<file path="src/rtl/route_unit_xy.sv">
// route_unit_xy: single-input XY dimension-order routing unit for the mesh router.
// Pops one packet at a time from its input FIFO and routes X first, then Y, against the
// run-time local coordinates. It then writes the packet to the one selected output FIFO,
// waiting as long as that FIFO is full. A route that points back at the input this
// instance serves (a U-turn, or a PE->PE loopback) is dropped instead of forwarded.
// Saturating counters record the number of packets sent and the number dropped.
module route_unit_xy #(
  parameter int PKT_W     = 64,
  parameter int COORD_W   = 4,
  parameter int NUM_PORTS = 5,
  parameter int IN_DIR    = 4,
  parameter int CNT_W     = 16
) (
  input  logic                 clk,
  input  logic                 reset,
  input  logic [COORD_W-1:0]   local_x,
  input  logic [COORD_W-1:0]   local_y,
  input  logic                 empty,
  input  logic [PKT_W-1:0]     in_packet,
  output logic                 read_en,
  input  logic [NUM_PORTS-1:0] full_vec,
  output logic [NUM_PORTS-1:0] req_vec,
  output logic [PKT_W-1:0]     pkt_out,
  output logic [2:0]           dst_port,
  output logic                 busy,
  output logic                 drop_pulse,
  output logic [CNT_W-1:0]     sent_cnt,
  output logic [CNT_W-1:0]     drop_cnt
);

  // Output port encoding shared by the whole mesh
  localparam logic [2:0] PORT_E  = 3'd0;
  localparam logic [2:0] PORT_W  = 3'd1;
  localparam logic [2:0] PORT_S  = 3'd2;
  localparam logic [2:0] PORT_N  = 3'd3;
  localparam logic [2:0] PORT_PE = 3'd4;

  typedef enum logic [1:0] {IDLE, FETCH, SEND, DROP} state_t;

  state_t             state_reg;
  logic [PKT_W-1:0]   pkt_reg;
  logic [2:0]         dst_port_reg;
  logic [CNT_W-1:0]   sent_cnt_reg;
  logic [CNT_W-1:0]   drop_cnt_reg;

  logic [COORD_W-1:0] dx;
  logic [COORD_W-1:0] dy;
  logic [2:0]         route_port;
  logic               illegal;
  logic               send_fire;

  // Destination header sits in the top bits of the packet: X field, then Y field
  assign dx = in_packet[PKT_W-1 -: COORD_W];
  assign dy = in_packet[PKT_W-1-COORD_W -: COORD_W];

  // X-first dimension-order route of the word on the FIFO read port
  always_comb begin
    if (dx > local_x)      route_port = PORT_E;
    else if (dx < local_x) route_port = PORT_W;
    else if (dy > local_y) route_port = PORT_N;
    else if (dy < local_y) route_port = PORT_S;
    else                   route_port = PORT_PE;
  end

  // Sending back out of the port we arrived on is never legal
  assign illegal = (route_port == 3'(IN_DIR));

  // One write strobe per output; only the latched target's own full flag gates it
  for (genvar gi = 0; gi < NUM_PORTS; gi++) begin : g_req
    assign req_vec[gi] = (state_reg == SEND) && (dst_port_reg == 3'(gi)) && !full_vec[gi];
  end

  assign send_fire = |req_vec;

  // Pop strobe: from IDLE, or on the sending cycle so packets stream back to back
  always_comb begin
    read_en = 1'b0;
    case (state_reg)
      IDLE:    read_en = reset && !empty;
      SEND:    read_en = send_fire && !empty;
      default: read_en = 1'b0;
    endcase
  end

  assign busy       = (state_reg != IDLE);
  assign drop_pulse = (state_reg == DROP);
  assign pkt_out    = pkt_reg;
  assign dst_port   = dst_port_reg;
  assign sent_cnt   = sent_cnt_reg;
  assign drop_cnt   = drop_cnt_reg;

  // Control FSM with packet/port latches and saturating statistics
  always_ff @(posedge clk or negedge reset) begin
    if (!reset) begin
      state_reg    <= IDLE;
      pkt_reg      <= '0;
      dst_port_reg <= '0;
      sent_cnt_reg <= '0;
      drop_cnt_reg <= '0;
    end else begin
      case (state_reg)
        IDLE: begin
          if (read_en) state_reg <= FETCH;
        end
        FETCH: begin
          // FIFO data is valid the cycle after the pop
          pkt_reg      <= in_packet;
          dst_port_reg <= route_port;
          state_reg    <= illegal ? DROP : SEND;
        end
        SEND: begin
          // Held indefinitely while the target is full; nothing else can pre-empt it
          if (send_fire) begin
            if (sent_cnt_reg != '1) sent_cnt_reg <= sent_cnt_reg + CNT_W'(1);
            state_reg <= read_en ? FETCH : IDLE;
          end
        end
        DROP: begin
          if (drop_cnt_reg != '1) drop_cnt_reg <= drop_cnt_reg + CNT_W'(1);
          state_reg <= IDLE;
        end
        default: state_reg <= IDLE;
      endcase
    end
  end

endmodule
</file>
<file path="config.mk">
export PLATFORM = sky130hd
export DESIGN_NAME = route_unit_xy
export DESIGN_NICKNAME = d
export VERILOG_FILES = /design/src/rtl/route_unit_xy.sv
export SDC_FILE = /design/constraint.sdc
export NUM_CORES = 1
export LEC_CHECK = 0
export ABC_AREA = 1
export BUFFER_PORTS_ARGS = -buffer_cell sky130_fd_sc_hd__buf_2
export CAP_MARGIN = 10
export CORE_AREA = 2 2 79 138
export DETAILED_ROUTE_END_ITERATION = 10
export DIE_AREA = 0 0 81 140
export PLACE_DENSITY = 0.8
export SLEW_MARGIN = 40
export SYNTH_ARGS = -nofsm -noshare
export SYNTH_HDL_FRONTEND = slang
export SYNTH_SLANG_ARGS = --single-unit
</file>
<file path="constraint.sdc">
create_clock -name clk -period 1.7 [get_ports clk]
set_input_delay 0.085 -clock clk [delete_from_list [all_inputs] [get_ports clk]]
set_output_delay 0.085 -clock clk [all_outputs]
set_load 0.01 [all_outputs]
</file>
==> out/summary.md <==
## Global route
* 102 — maximum number of pins on one net before global-route repair
* 0 — overflow left after global routing
* 0 — initial antenna violation count
* 23150 µm — first-pass GRT wire length
* 5059 — number of global-route vias before repair
* 25.82% — Total GRT Usage

## Worst setup path
* 1 — crit path buf inv count
* sent_cnt[0] — startpoint of the worst register-to-register path
* simple AND/OR/NAND/NOR gates — cell type group with the largest total delay on the critical path
* ha_2 > inv_2 > nor2_4 > nand2_2 > nor3_4 > nand2_4 > nand2_4 > nand2_2 > nand2_2 — cell breakdown of the critical path
* 9 — Reg2Reg Depth
* flop — capturing element type of the critical path
* 350 ps — Worst path max stage delay
* 1980 ps — required time of the worst setup path
* sent_cnt[0] — Crit. Startpoint
* flop — Startpoint Class
* 1890 ps — critical path data arrival time
* sky130_fd_sc_hd__nand2_2 — cell seen most often among critical-path stages
* 9 — Worst Path Max Fanout
* 100 ps — reg-to-reg setup timing slack
* 9 — total number of cells along the worst setup path
* sky130_fd_sc_hd__dfrtp_1 — slowest stage cell on the critical path
* reg2reg — CP Class

## Clock network
* 70 ps — Reg clk slew, reported paths
* 9 — total clock buffers created by CTS
* 101 — clk sink count
* yes — TritonCTS clock tree
* sky130_fd_sc_hd__clkbuf_16 — clock root cell
* 340 ps — clock latency reported for the late side of the worst-skew pair
* 3 — H-tree depth reported by CTS
* 2 — maximum clock path buffer count

## Floorplan
* 187 — # IOs
* 140 µm — Chip Height
* 0.01134 mm² — total die area
* 0.01018 mm² — Core Region
* 49 — standard-cell row count
* 49.32% — effective utilization at floorplan
* 81 µm — die boundary width

## Yosys
* 50.35% — proportion of netlist area held by the largest area contributor
* 101 — Yosys reg bits
* 100.0% — fraction of registers with async set or reset after synthesis
* 0 — count of flip-flops with a built-in enable after synthesis
* 50.35% — fraction of the yosys area taken by sequential cells
* sky130_fd_sc_hd__dfrtp_1 — commonest register cell after synthesis
* sky130_fd_sc_hd__dfrtp_1 50%, sky130_fd_sc_hd__nand2_1 23%, sky130_fd_sc_hd__nor2_1 3.4% — main area contributors after synthesis
* 722 — syn nets
* 30 — unique cell type count in the Yosys netlist
* sky130_fd_sc_hd__dfrtp_1 — biggest area consumer among synthesized cells
* 0 — number of warning messages in the yosys log
* 0.005020 mm² — Post-Synthesis Cell Area
* 632 — gate count after technology mapping
* 7.943 µm² — average footprint of a synthesized cell

## Layout
* 30.31% — share of post-route cells with drive strength above 1
* 0.007098 mm² — Final Cell Area
* 41.40% — post-synthesis to final-layout area growth
* 64 — Largest register FFs
* 69.74% — final core utilization
* 979 — final net count
* 0 — diode insertion count for antenna repair

## STA
* 10.85 ps — Layout Skew
* 0 ps — Sum Neg Setup Slack
* 20.09 ps — post-route worst hold slack
* 624.1 MHz — Peak Freq
* 0 — setup violation total in the final timing report
* 62.07% — max-slew headroom at the worst pin
* 569.0 ps — Tightest Pin Transition
* 1602 ps — minimum period implied by the final worst setup slack
* 0 — final hold violations
* 0 — Max Slew Vio Count
* 94.25% — fraction of the cycle the final worst path needs

## Flow run
* 0 — MaxCap Viol Count

## Drt
* 0 — antenna-violating nets left
* 14.00 µm — WL/cell
* 0 — count of unresolved DRC violations after routing
* 5063 — routed vias
* 203 — drt first-iter violations
* 7 — Pre-Repair DR Iteration Count
* 4.959 — Via-to-Cell Ratio
* 14290 µm — DRT Wirelength

## Placed design
* 9042 µm — half-perimeter wire length after detailed placement
* 186 — number of buffers added on ports
* 0.006103 mm² — placed cell area
* 0.8376 — GP Congestion

## Power
* 5.851 mW — internal power contribution
* 39.7% — sequential cell fraction of total power
* 3.929 nW — Leak Pwr
* 20.4% — clock network fraction of design power
* 1360 mW/mm² — Pwr per Cell Area
* 1.007 mV — largest voltage drop on the vdd net
* 39.38% — fraction of power spent switching nets
* 3.802 mW — net switching power
* 40.0% — combinational group share of total power

## Min path
* in_packet[60] — hold path start
* 3 — Worst Hold Depth
* in2reg — path type of the worst min-delay path

## Run status
* finished, final reports clean — run status

-- metrics by stage --
step	setup slack, ps	power [mW]	instances
floorplan	95.64	5.852	632
global route	-14.05	10.33	1021
detailed placement	97.68	7.365	936
finish	97.69	9.653	1021
global placement	156.8	7.242	936
CTS	22.51	9.499	1016
-- Yosys cell counts (3+ instances only) --
cell type / number
sky130_fd_sc_hd__nand3_1: 31
sky130_fd_sc_hd__nand4_1: 5
sky130_fd_sc_hd__nand3_2: 3
sky130_fd_sc_hd__nor2_1: 46
sky130_fd_sc_hd__ha_1: 10
sky130_fd_sc_hd__nor3_1: 3
sky130_fd_sc_hd__xnor2_1: 13
sky130_fd_sc_hd__inv_2: 6
sky130_fd_sc_hd__nand2_2: 24
sky130_fd_sc_hd__nand2_1: 302
sky130_fd_sc_hd__o21ai_0: 10
sky130_fd_sc_hd__buf_2: 8
sky130_fd_sc_hd__xor2_1: 9
sky130_fd_sc_hd__inv_1: 34
sky130_fd_sc_hd__dfrtp_1: 101
sky130_fd_sc_hd__clkbuf_1: 5
-- power groups by stage --
stage,combinational [mW],clock [mW],sequential (mW)
after floorplan,1.64,0,4.21
after global placement,3.45,0,3.79
after detailed placement,3.55,0,3.81
after CTS,3.69,2.01,3.79
after global routing,4.29,2.10,3.93
final,3.86,1.97,3.83
-- cells in the final DEF (no fill, tap or decap), types with 10 or more instances in the layout --
cell	instances
sky130_fd_sc_hd__nand2_2	25
sky130_fd_sc_hd__buf_2	185
sky130_fd_sc_hd__nand2_1	302
sky130_fd_sc_hd__xnor2_1	13
sky130_fd_sc_hd__dfrtp_1	100
sky130_fd_sc_hd__dlygate4sd3_1	63
sky130_fd_sc_hd__o21ai_0	10
sky130_fd_sc_hd__nor2_1	41
sky130_fd_sc_hd__nand3_1	31
sky130_fd_sc_hd__buf_4	12
sky130_fd_sc_hd__inv_1	33
-- routing by layer --
metal | wire length, µm | up-vias | global-route usage, %
li1 | - | 2458 | -
met1 | 5234 | 2367 | 28.09
met2 | 7759 | 194 | 46.80
met3 | 746 | 44 | 5.155
met4 | 550 | 0 | 11.51
met5 | 0 | - | 0
-- worst min-delay path, delay by kind of cell --
kind | cells | cell delay (ps)
AOI/OAI and AO/OA | 1 | 70
buffers and inverters | 2 | 150
-- cell families (layout without fill, tap and decap cells) --
kind of cell	after synthesis	count (layout)	share of synthesized area, %
and+or+nand+nor	423	425	35.94
buffers and inverters	59	319	5.309
AOI/OAI and AO/OA	17	17	2.069
xor gates and xnor gates	22	22	3.839
DFF	101	101	50.35
adders and majority gates	10	10	2.493
-- layout make-up --
type,instances,area (µm²)
inverter,40,150.1
timing repair buffer,263,1698
multi-input combinational,474,2277
tap,127,158.9
clock buffer,10,239.0
sequential,101,2529
clock inverter,6,46.29
fill,809,3079
-- worst paths after layout --
path | to
worst max-delay path | sent_cnt[7]
worst min-delay path | pkt_out[60]
worst max register to register | sent_cnt[7]
worst min register to register | pkt_out[7]
max in group asynchronous | pkt_out[13]
min in group asynchronous | drop_cnt[6]
-- repair_timing --
action                     CTS  global route
hold endpoints to repair   163             0
cloned                       0             2
resized for setup            0            11
setup endpoints to repair    1            18
buffers inserted             1             3
hold buffers                63             0
pin swaps                    1             3
(Power assumes the default switching activity.)
